==> config.mk <==
export PLATFORM = sky130hd
export DESIGN_NAME = tick_timer_ctrl
export DESIGN_NICKNAME = d
export VERILOG_FILES = /design/src/rtl/tick_timer_ctrl.sv
export SDC_FILE = /design/constraint.sdc
export NUM_CORES = 1
export LEC_CHECK = 0
export BUFFER_PORTS_ARGS = -buffer_cell sky130_fd_sc_hd__buf_2
export CORE_ASPECT_RATIO = 0.8
export CORE_MARGIN = 1.5
export CORE_UTILIZATION = 50
export CTS_CLUSTER_DIAMETER = 50
export DETAILED_ROUTE_END_ITERATION = 6
export PLACE_DENSITY = 0.76
export SYNTH_ARGS = -nofsm -noshare
export SYNTH_HDL_FRONTEND = slang
export SYNTH_SLANG_ARGS = --single-unit
==> constraint.sdc <==
create_clock -name clk -period 4.4 [get_ports clk]
set_input_delay 0.22 -clock clk [delete_from_list [all_inputs] [get_ports clk]]
set_output_delay 0.22 -clock clk [all_outputs]
set_load 0.05 [all_outputs]
==> src/rtl/tick_timer_ctrl.sv <==
// tick_timer_ctrl: prescaled increment-strobe driver and timeout countdown for a downstream counter.
// Ports:
//   clk, rst        clock, asynchronous active-high reset
//   start           one-cycle request to load load_val and begin counting down
//   pause           level; freezes the prescaler while running
//   load_val        countdown start value in timeout units
//   timeout_in      one-cycle strobe returned by the downstream counter
//   incre_out       one-cycle increment strobe every TICK_DIV running cycles
//   cnt_rst_n       active-low reset to the downstream counter
//   remaining       current countdown value
//   busy, done      activity level and one-cycle completion pulse
module tick_timer_ctrl #(
    parameter int TICK_DIV = 500000,
    parameter int PRE_W    = 19,
    parameter int CNT_W    = 8
) (
    input  logic             clk,
    input  logic             rst,
    input  logic             start,
    input  logic             pause,
    input  logic [CNT_W-1:0] load_val,
    input  logic             timeout_in,
    output logic             incre_out,
    output logic             cnt_rst_n,
    output logic [CNT_W-1:0] remaining,
    output logic             busy,
    output logic             done
);
    localparam logic [2:0] IDLE = 3'd0, ARM = 3'd1, RUN = 3'd2, PAUSED = 3'd3, DONE = 3'd4;
    logic [2:0]       state, nxt_state;
    logic [PRE_W-1:0] pre, nxt_pre;
    logic [CNT_W-1:0] nxt_rem;
    logic             tick;
    logic             active, wrap;
    assign active = (state == RUN) || (state == PAUSED);
    assign wrap   = pre == PRE_W'(TICK_DIV - 1);
    always_comb begin
        nxt_state = state;
        nxt_pre   = pre;
        nxt_rem   = remaining;
        tick      = 1'b0;
        if (start && state != ARM) begin
            nxt_rem   = load_val;
            nxt_pre   = '0;
            nxt_state = (load_val == '0) ? DONE : ARM;
        end else if (state == ARM) begin
            nxt_state = RUN;
        end else if (state == DONE) begin
            nxt_state = IDLE;
        end else if (active) begin
            if (timeout_in && remaining <= CNT_W'(1)) begin
                nxt_rem   = '0;
                nxt_state = DONE;
            end else begin
                if (timeout_in) nxt_rem = remaining - 1'b1;
                // a timeout outranks pause, so RUN keeps ticking on that cycle
                if (state == RUN && (timeout_in || !pause)) begin
                    tick    = wrap;
                    nxt_pre = wrap ? '0 : pre + 1'b1;
                end else begin
                    nxt_state = pause ? PAUSED : RUN;
                end
            end
        end
    end
    always_ff @(posedge clk or posedge rst) begin
        if (rst) begin
            state     <= IDLE;
            pre       <= '0;
            remaining <= '0;
            incre_out <= 1'b0;
            cnt_rst_n <= 1'b0;
            busy      <= 1'b0;
            done      <= 1'b0;
        end else begin
            state     <= nxt_state;
            pre       <= nxt_pre;
            remaining <= nxt_rem;
            incre_out <= tick;
            cnt_rst_n <= (nxt_state == RUN) || (nxt_state == PAUSED);
            busy      <= (nxt_state == ARM) || (nxt_state == RUN) || (nxt_state == PAUSED);
            done      <= nxt_state == DONE;
        end
    end
endmodule

==> key figures, run 1 <==
Synthesis
  – Xor/xnor cell area share of the yosys netlist: 0.008314
  – Simple-gate share of the synthesized area: 0.2791
  – Ys Warns: 0
  – Mapped Cells: 237
  – Netlist Area Pre-Place: 2107 µm²
  – Post-synthesis register bit count: 34
  – Yosys cell types: 61
  – Cell taking the most area after synthesis: dfrtp_1
  – Compound-gate portion of the synthesized area: 0.2458
  – Synth Area in Adders: 0.01781
  – Sequential share of the synthesized area: 0.4038
  – Top cells by area, synth: dfrtp_1 40%, o21ai_0 3.8%, nand2_1 3.7%, nor2_1 3.7%, a22o_1 3.3%
  – Mux cell area share after synthesis: 0
  – Post-Syn Area per Cell: 8.890 µm²
  – Synth top area share: 0.4038
  – Most common cell in the netlist: dfrtp_1
  – Dominant synthesized flop cell: dfrtp_1
  – Syn Nets: 253
  – Fraction of registers with async set/reset: 1.000
  – Post-synth EDFFs: 0
  – Largest family of logic cells by synthesized area: simple AND/OR/NAND/NOR gates
  – Most frequent cells after synthesis: 34 x dfrtp_1, 21 x nand2_1, 21 x nor2_1

Final layout
  – Final #Nets: 275
  – # fillers: 347
  – Non-Filler Instances: 314
  – Ant diodes: 0
  – Proportion of layout cells with a drive suffix above 1: 0.1815
  – Synthesis-to-layout area growth: 10.33%
  – Area of the multi-input gates: 1161 µm²
  – Register area: 850.8 µm²

Job
  – Max Cap Viol: 0

Pwr
  – Maximum VDD drop: 493.7 µV
  – PwrDens: 613.5 nW/µm²
  – Net Sw Power: 0.0006969 W
  – Flop pwr share: 0.350
  – Combinational Power Share: 0.498
  – Sw Ratio: 0.4886
  – Int Power: 0.0007294 W
  – Clock power frac: 0.152
  – Leak: 0.9588 nW

STA
  – Crit path time final: 2.544 ns
  – Tcrit/Tclk final: 0.5781
  – Clk_skew: 0.003983 ns
  – Setup violators final: 0
  – Setup TNS: 0 ns
  – Worst slew margin: 0.4322
  – RSZ-0062 raised after global routing: false
  – Max-slew violation total from the final report: 0
  – Hold Violations, Final: 0
  – Worst slew pin tran: 0.8440 ns
  – Max Fclk: 393.1 MHz

Setup path
  – CP arrival: 2.66 ns
  – CP Max Fanout: 5
  – R2R Path Start: remaining[0]
  – Critical Path End Type: register
  – CP required: 4.52 ns
  – Worst reg2reg path endpoint: remaining[0]
  – Crit path launch type: register
  – Flop2flop setup slack: 1.86 ns
  – Worst setup path startpoint: remaining[0]
  – Worst reg-to-reg path cell count: 7
  – Critical path destination: remaining[0]
  – Setup CP Type: reg2reg

Clocking
  – Hold_buf cts: 0
  – Reg clk slew, reported paths: 0.06 ns
  – Maximum root-to-sink buffer count: 2
  – Clk_lat worst skew: 0.29 ns
  – CTS Buf Count: 5
  – Cts repair resizes: 0
  – Root Driver: clkbuf_8
  – Post-CTS setup buffers: 0
  – CTS sink cnt: 34
  – CTS tree: done
  – H-tree levels: 2

Drt
  – WL per Instance: 15.01 µm
  – Vias per inst: 5.889
  – DRT Wirelength: 4714 µm
  – Initial drt markers: 117
  – Routed Antenna Nets: 0
  – Drt pass-1 iters: 4
  – # DRC: 0
  – Total vias in the final route: 1849

Place
  – HPWL after DPL: 3486 µm
  – Placed Cells: 307
  – Port Buf Inserts: 24
  – Routability cong.: 0.8946

Die
  – Core Footprint: 3929 µm²
  – IO Pins: 25
  – Die W: 75.58 µm
  – Rows: 20
  – Initial core utilization: 0.5363
  – Area of the die: 4615 µm²
  – Die H: 61.06 µm

GRT
  – Initial antenna violation count: 0
  – Pin count of the biggest net entering global routing: 35
  – Gr ovfl total: 0
  – Vias in the first global route: 1622
  – Total Routing Usage GR: 0.2376
  – First-pass GRT wire length: 7935 µm

Hold path
  – Worst Hold Class: in2async

Outcome
  – Status: complete, no violations
-- flip-flops by register name, indices dropped and copies added (netlist names) --
register	count
state	3
cnt_rst_n	1
incre_out	1
done	1
pre	19
busy	1
remaining	8
-- power by group through the flow --
stage               logic (W)  clock network, W  registers, W
finish               0.000710          0.000216      0.000500
global route         0.000779          0.000241      0.000516
CTS                  0.000711          0.000226      0.000497
detailed placement   0.000707                 0      0.000503
global placement     0.000707                 0      0.000499
floorplan            0.000416                 0      0.000643
-- critical path, stage by stage (launching register included) --
cell and delay, ns:
dfrtp_1 0.41, inv_1 0.10, ha_1 0.21, o21ai_0 0.17
nor4_1 0.73, nor2_1 0.27, a221o_1 0.35, a21boi_0 0.13
-- how the worst min path moves through the flow --
stage	start	end	slack [ns]
floorplan	rst	busy	0.36
global placement	rst	pre[12]	0.33
detailed placement	rst	pre[11]	0.34
CTS	rst	pre[14]	0.02
global route	rst	pre[14]	0.05
finish	rst	pre[11]	0.005
-- per-layer routing --
metal	GRT usage	routed length, µm	vias up
met5	0	0	-
li1	-	-	934
met3	0.06056	229	7
met1	0.3574	2524	868
met2	0.3233	1889	40
met4	0.09694	70	0
-- stage by stage --
stage	hold WS, ns	worst slack (ns)	power (W)	utilization	cell area, µm²
global placement	0.3342	1.935	0.001206	0.5717	2246
CTS	0.02141	1.847	0.001435	0.5917	2325
floorplan	0.3616	2.018	0.001059	-	2107
global route	0.05045	1.548	0.001536	0.5917	2325
finish	0.005287	1.856	0.001426	0.5917	2325
detailed placement	0.3406	1.870	0.001210	0.5717	2246
-- kinds of logic after synthesis --
group	count (synthesis)
buffers and inverters	20
adder cells (fa/ha/maj)	3
flip-flops	34
AO/OA/AOI/OAI	70
XOR/XNOR	2
AND/OR/NAND/NOR	108
-- cell usage in the layout (no fill, tap or decap), drive strengths merged, types with 6 or more instances in the layout --
master  Yosys  final
nor4        8      8
nand4       7      7
nor2       22     22
nand3       7      7
a21oi      13     13
nand2      21     21
buf         6     25
dfrtp      34     34
o21ai      20     20
nor3       12     12
or3         6      6
a22o        8      8
inv        10     10
-- final cells by class --
| cell class | count | area share |
|---|---|---|
| clock inverters | 2 | 0.004306 |
| repair buffers | 25 | 0.05490 |
| multi-input cells | 183 | 0.4995 |
| clock buffers | 5 | 0.02960 |
| well taps | 55 | 0.02960 |
| flip-flops and latches | 34 | 0.3660 |
| inverters | 10 | 0.01615 |
No activity file was read; power rests on OpenSTA's default activity.
==> inputs of run 2 (changes only) <==
Settings changed: ABC_AREA set to 1.
Clock period 4.4 ns to 2.5 ns, I/O delays scaled along.
==> key figures, run 2 <==
Setup path
  – CP arrival: 2.24 ns (-0.42 ns)
  – Worst setup path startpoint: remaining[0]
  – Cell Chain, Critical Path: inv_1, ha_1, nor2_1, nor2_1, nand3_2, nand2_2, nand2_2, clkinv_2, o21ai_2, nor2_1
  – CP required: 2.69 ns (-1.83 ns)
  – CP top delay family: simple AND/OR/NAND/NOR gates
  – Setup CP Type: reg2reg
  – R2R Path Start: remaining[0]
  – Most frequent CP cell: nor2_1
  – Worst reg-to-reg path cell count: 10 (+3)
  – Slowest cell on crit path: dfrtp_1
  – Worst reg2reg path endpoint: pre[2]
  – Critical path destination: pre[2]
  – Crit path launch type: register
  – Flop2flop setup slack: 0.44 ns (-1.41 ns)
  – Levels on crit path: 10 (+3)
  – WP buf/inv: 2 (+1)
  – Slowest Stage Delay on Critical Path: 0.38 ns (-0.35 ns)
  – Critical Path End Type: register
  – CP Max Fanout: 23 (+18)

Final layout
  – Most frequent cells in the layout: 69 x nand2_1, 62 x nor2_1, 47 x inv_1
  – Largest register FFs: 19 (unchanged)
  – Non-Filler Instances: 422 (+34%)
  – Most common cell after layout, fill and taps aside: nand2_1
  – Biggest register: pre
  – Proportion of layout cells with a drive suffix above 1: 0.1479 (-0.03352)
  – Ant diodes: 0 (unchanged)
  – Final #Nets: 380 (+38%)
  – Top Registers: pre x19, remaining x8, state x3
  – Synthesis-to-layout area growth: 11.82%

Die
  – Core Footprint: 4309 µm² (+9.7%)
  – IO Pins: 25 (unchanged)
  – Area of the die: 5036 µm² (+9.1%)
  – Die H: 63.78 µm (+4.4%)
  – Die W: 78.97 µm (+4.5%)
  – Initial core utilization: 0.5357 (-0.0005915)
  – Rows: 21 (+5.0%)

Job
  – Max Cap Viol: 0 (unchanged)

Synthesis
  – Top cells by area, synth: dfrtp_1 37%, nand2_1 11%, nor2_1 10%, inv_1 7.6%, nand3_1 7.2%
  – Cell taking the most area after synthesis: dfrtp_1
  – Largest family of logic cells by synthesized area: simple AND/OR/NAND/NOR gates
  – Fraction of registers with async set/reset: 1.000 (unchanged)
  – Yosys cell types: 31 (-49%)
  – Synth top area share: 0.3686 (-0.03524)
  – Dominant synthesized flop cell: dfrtp_1
  – Ys Warns: 0 (unchanged)
  – Sequential share of the synthesized area: 0.3686 (-0.03524)
  – Post-synthesis register bit count: 34 (unchanged)
  – Post-synth EDFFs: 0 (unchanged)
  – Simple-gate share of the synthesized area: 0.3902 (+0.1111)
  – Netlist Area Pre-Place: 2308 µm² (+9.6%)
  – Mapped Cells: 338 (+43%)
  – Xor/xnor cell area share of the yosys netlist: 0.02656 (+0.01824)
  – Most common cell in the netlist: nand2_1
  – Syn Nets: 354 (+40%)
  – Compound-gate portion of the synthesized area: 0.09322 (-0.1526)
  – Mux cell area share after synthesis: 0 (unchanged)
  – Most frequent cells after synthesis: 69 x nand2_1, 62 x nor2_1, 47 x inv_1
  – Post-Syn Area per Cell: 6.830 µm² (-23%)
  – Synth Area in Adders: 0.01626 (-0.001555)

Place
  – DP Worst Slack: 0.4797 ns (-1.390 ns)
  – HPWL after DPL: 3912 µm (+12%)
  – Placed Cells: 413 (+35%)
  – Routability cong.: 0.9656 (+7.9%)
  – Port Buf Inserts: 24 (unchanged)

STA
  – Clk_skew: 0.01050 ns (+0.006512 ns)
  – Setup violators final: 0 (unchanged)
  – Worst slew pin tran: 0.4501 ns (-0.3938 ns)
  – Setup TNS: 0 ns (unchanged)
  – RSZ-0062 raised after global routing: false
  – Final worst slack: 0.4433 ns (-1.413 ns)
  – Tcrit/Tclk final: 0.8227 (+0.2446)
  – Max-slew violation total from the final report: 0 (unchanged)
  – Worst slew margin: 0.6988 (+0.2667)
  – Worst hold slack: 0.05038 ns (+0.04509 ns)
  – Max Fclk: 486.2 MHz (+24%)
  – Crit path time final: 2.057 ns (-0.4869 ns)
  – Hold Violations, Final: 0 (unchanged)

GRT
  – Initial antenna violation count: 0 (unchanged)
  – Vias in the first global route: 2061 (+27%)
  – Total Routing Usage GR: 0.2421 (+0.004551)
  – Gr ovfl total: 0 (unchanged)
  – Pin count of the biggest net entering global routing: 35 (unchanged)
  – First-pass GRT wire length: 9494 µm (+20%)

Drt
  – # DRC: 0 (unchanged)
  – Vias per inst: 5.280 (-10%)
  – Drt pass-1 iters: 6 (+2)
  – Total vias in the final route: 2228 (+20%)
  – DRT Wirelength: 5363 µm (+14%)
  – Initial drt markers: 220 (+88%)
  – WL per Instance: 12.71 µm (-15%)
  – Routed Antenna Nets: 0 (unchanged)

Clocking
  – Maximum root-to-sink buffer count: 2 (unchanged)
  – CTS Buf Count: 5 (unchanged)
  – Clk_lat worst skew: 0.29 ns (about the same)
  – CTS sink cnt: 34 (unchanged)
  – CTS tree: done
  – Cts repair resizes: 0 (unchanged)
  – Reg clk slew, reported paths: 0.08 ns (+0.02 ns)
  – Root Driver: clkbuf_8
  – H-tree levels: 2 (unchanged)

Pwr
  – Leak: 1.278 nW (+33%)
  – PwrDens: 983.6 nW/µm² (+60%)
  – Sw Ratio: 0.4865 (-0.002128)
  – Combinational Power Share: 0.486 (-0.012)
  – Clock power frac: 0.191 (+0.039)
  – Flop pwr share: 0.323 (-0.027)
  – Net Sw Power: 0.001235 W (+77%)
  – Maximum VDD drop: 662.6 µV (+34%)
  – Int Power: 0.001304 W (+79%)

Hold path
  – Worst Hold Class: in2reg

Outcome
  – Status: complete, no violations
-- run 2: cell types whose count changed in the layout (fill, tap and decap cells not counted), moves of 6 or more --
cell	before	now
nand2_1	21	69
nor2_1	21	62
a22o_1	8	0
o21ai_0	16	6
o21ai_1	2	8
nor4_1	8	0
nand3_1	7	33
nand4_1	7	15
inv_1	9	47
-- run 2: metal layers --
layer / GRT usage / up-vias / wire length (µm)
met4: 0.08772 / 0 / 63
met5: 0 / - / 0
met1: 0.3546 / 1003 / 2657
met2: 0.3440 / 85 / 2293
li1: - / 1132 / -
met3: 0.06143 / 8 / 349
-- run 2: cell families (layout without fill, tap and decap cells) --
group           Yosys count  after routing
compound gates           37             37
xor+xnor                  7              7
fa+ha+maj                 3              3
buf+inv                  58             85
flops                    34             34
simple gates            199            199
-- run 2: what timing repair did --
item	in CTS	in global routing
setup buffers	0	0
endpoints found under the hold margin	34	0
hold buffers	1	0
-- run 2: area by class of cell --
class	count	area, µm²
timing repair buffer	27	145.1
multi-input combinational	246	1215
clock buffer	8	110.1
fill	398	1728
inverter	50	188.9
tap	57	71.32
sequential	34	850.8
-- run 2: power by group through the flow --
| stage | Clock [W] | Sequential, W | Combinational, W |
|---|---|---|---|
| after floorplan | 0 | 0.00109 | 0.000730 |
| after global placement | 0 | 0.000820 | 0.00121 |
| after detailed placement | 0 | 0.000825 | 0.00123 |
| after CTS | 0.000497 | 0.000818 | 0.00124 |
| after global routing | 0.000527 | 0.000843 | 0.00138 |
| final | 0.000485 | 0.000819 | 0.00123 |
-- run 2: stage by stage --
step | util | total power, W | instance area (µm²)
3_5_place_dp | 0.5711 | 0.002059 | 2461
3_3_place_gp | 0.5711 | 0.002034 | 2461
6_report | 0.5990 | 0.002539 | 2581
4_1_cts | 0.5990 | 0.002554 | 2581
5_1_grt | 0.5990 | 0.002750 | 2581
2_1_floorplan | - | 0.001818 | 2308
-- run 2: worst min path at each step --
stage / start / end / cells past startpoint
floorplan: start / incre_out / 1
global placement: rst / state[1] / 3
detailed placement: rst / remaining[7] / 3
CTS: start / incre_out / 2
global route: start / incre_out / 2
finish: start / incre_out / 2
-- run 2: worst register-to-register path, delay by kind of cell, from the launching register on --
family	cells	cell delay [ns]
buffers and inverters	2	0.36
and+or+nand+nor	6	0.82
AOI/OAI and AO/OA	1	0.16
DFF	1	0.38
adders and majority gates	1	0.24
==> inputs of run 3 (changes only) <==
Clock period 2.5 ns to 2 ns, I/O delays scaled along.
==> key figures, run 3 (same netlist as run 2, synthesis figures left out) <==
STA
  – Tcrit/Tclk final: 0.9085 (+0.08582)
  – Worst slew margin: 0.7106 (+0.01178)
  – Crit path time final: 1.817 ns (-0.2397 ns)
  – Max Fclk: 550.4 MHz (+13%)
  – RSZ-0062 raised after global routing: false
  – Clk_skew: 0.004283 ns (-0.006212 ns)
  – Worst slew pin tran: 0.4341 ns (-0.01608 ns)
  – Hold Violations, Final: 0 (unchanged)
  – Setup TNS: 0 ns (unchanged)
  – Max-slew violation total from the final report: 0 (unchanged)
  – Setup violators final: 0 (unchanged)

Final layout
  – Final #Nets: 384 (+1.1%)
  – Most frequent cells in the layout: 69 x nand2_1, 62 x nor2_1, 47 x inv_1
  – Most common cell after layout, fill and taps aside: nand2_1
  – Biggest register: pre
  – Largest register FFs: 19 (unchanged)
  – Synthesis-to-layout area growth: 13.60%
  – Ant diodes: 0 (unchanged)
  – Top Registers: pre x19, remaining x8, state x3
  – Non-Filler Instances: 426 (+0.95%)
  – Post-route cell area: 2623 µm² (+1.6%)
  – Proportion of layout cells with a drive suffix above 1: 0.1599 (+0.01195)

Hold path
  – Worst Hold Class: in2reg

Drt
  – Total vias in the final route: 2281 (+2.4%)
  – DRT Wirelength: 5592 µm (+4.3%)
  – Routed Antenna Nets: 0 (unchanged)
  – Drt pass-1 iters: 5 (-1)
  – WL per Instance: 13.13 µm (+3.3%)
  – Vias per inst: 5.354 (+1.4%)
  – # DRC: 0 (unchanged)
  – Initial drt markers: 275 (+25%)

Pwr
  – Leak: 1.292 nW (+1.1%)
  – Power, Total: 0.003240 W (+28%)
  – Maximum VDD drop: 759.1 µV (+15%)
  – PwrDens: 1236 nW/µm² (+26%)

GRT
  – Vias in the first global route: 2079 (+0.87%)
  – Pin count of the biggest net entering global routing: 35 (unchanged)
  – Grt met2 use: 0.3462 (+0.002137)
  – Total Routing Usage GR: 0.2382 (-0.003936)
  – Initial antenna violation count: 0 (unchanged)
  – First-pass GRT wire length: 9480 µm (-0.15%)
  – Gr ovfl total: 0 (unchanged)
  – GRT busiest layer: met1
  – Met1 GRT Util: 0.3511 (-0.003472)
  – Grt met3 use: 0.07000 (+0.008571)

Clocking
  – CTS sink cnt: 34 (unchanged)
  – CTS tree: done
  – CTS Buf Count: 5 (unchanged)
  – Root Driver: clkbuf_8
  – Reg clk slew, reported paths: 0.07 ns (about the same)
  – H-tree levels: 2 (unchanged)
  – Maximum root-to-sink buffer count: 2 (unchanged)
  – Clk_lat worst skew: 0.28 ns (about the same)

Place
  – HPWL after DPL: 4144 µm (+5.9%)
  – Placed cell areas: 2491 µm² (+1.2%)
  – Routability cong.: 1.042 (+7.9%)
  – Port Buf Inserts: 24 (unchanged)
  – Placed Cells: 417 (+0.97%)

Die
  – Area of the die: 5036 µm² (unchanged)
  – Die H: 63.78 µm (unchanged)
  – Initial core utilization: 0.5357 (unchanged)
  – Rows: 21 (unchanged)
  – IO Pins: 25 (unchanged)
  – Die W: 78.97 µm (unchanged)
  – Core Footprint: 4309 µm² (unchanged)

Setup path
  – CP required: 2.22 ns (-0.47 ns)
  – Critical Path End Type: register
  – Setup CP Type: reg2reg
  – Crit path launch type: register
  – Slowest Stage Delay on Critical Path: 0.41 ns (+0.03 ns)
  – Cell Chain, Critical Path: inv_1, ha_2, nor2_1, nor2_1, nand3_2, nand2_2, nand2_2, buf_4, nand2_8, nand2_1, a21oi_2
  – CP arrival: 2.04 ns (-0.20 ns)
  – WP buf/inv: 2 (unchanged)
  – CP Max Fanout: 16 (-30%)
  – Slowest cell on crit path: dfrtp_1
  – CP top delay family: simple AND/OR/NAND/NOR gates

Outcome
  – Status: complete, no violations

Job
  – Max Cap Viol: 0 (unchanged)
## run 3: changes by cell type in the layout (fill, tap and decap cells not counted)
cell     delta
buf_4       +4
nand2_8     +1
ha_2        +1
nand2_4     -1
ha_1        -1
## run 3: final timing paths
kind	start	endpoint	slack, ns	cells after the start
worst max-delay path	remaining[0]	pre[16]	0.18	11
worst min-delay path	start	incre_out	0.04	2
worst max register to register	remaining[0]	pre[16]	0.18	11
worst min register to register	pre[1]	pre[1]	0.53	2
max in group asynchronous	rst	pre[3]	1.23	4
min in group asynchronous	rst	remaining[5]	0.47	4
## run 3: power breakdown
group	internal, W	total, W	leakage, nW	switching [W]
sequential	0.000854	0.00102	0.445	0.000167
clock	0.000348	0.000601	0.0575	0.000253
combinational	0.000467	0.00162	0.789	0.00115
total	0.00167	0.00324	1.29	0.00157
## run 3: final cells by class
class	instances	area, µm²
repair buffers	31	175.2
flip-flops and latches	34	850.8
fillers	398	1687
multi-input cells	246	1226
well taps	57	71.32
clock buffers	8	110.1
inverters	50	188.9
## run 3: worst register-to-register path, stage by stage (launching register included)
cell and delay (ns):
dfrtp_1 0.41, inv_1 0.13, ha_2 0.21, nor2_1 0.06, nor2_1 0.13, nand3_2 0.12, nand2_2 0.10, nand2_2 0.07
buf_4 0.21, nand2_8 0.13, nand2_1 0.08, a21oi_2 0.10
## run 3: metrics by stage
stage	util	hold slack, ns	worst slack [ns]
after global routing	0.6086	0.04265	0.03572
after floorplan	-	0.1713	0.03230
after detailed placement	0.5781	0.2248	0.1510
final	0.6086	0.04233	0.1830
after CTS	0.6060	0.04038	0.1476
after global placement	0.5781	0.2203	0.2491
## run 3: what timing repair did
action | in CTS | in global routing
setup buffers | 0 | 0
setup endpoints to repair | 0 | 6
hold buffers | 1 | 0
hold endpoints to repair | 34 | 0
gates resized for setup | 0 | 2
## run 3: metal layers
metal	share of wire	wire (µm)
met5	0	0
met4	0.0039	22
met3	0.073	406
met2	0.43	2394
met1	0.49	2768
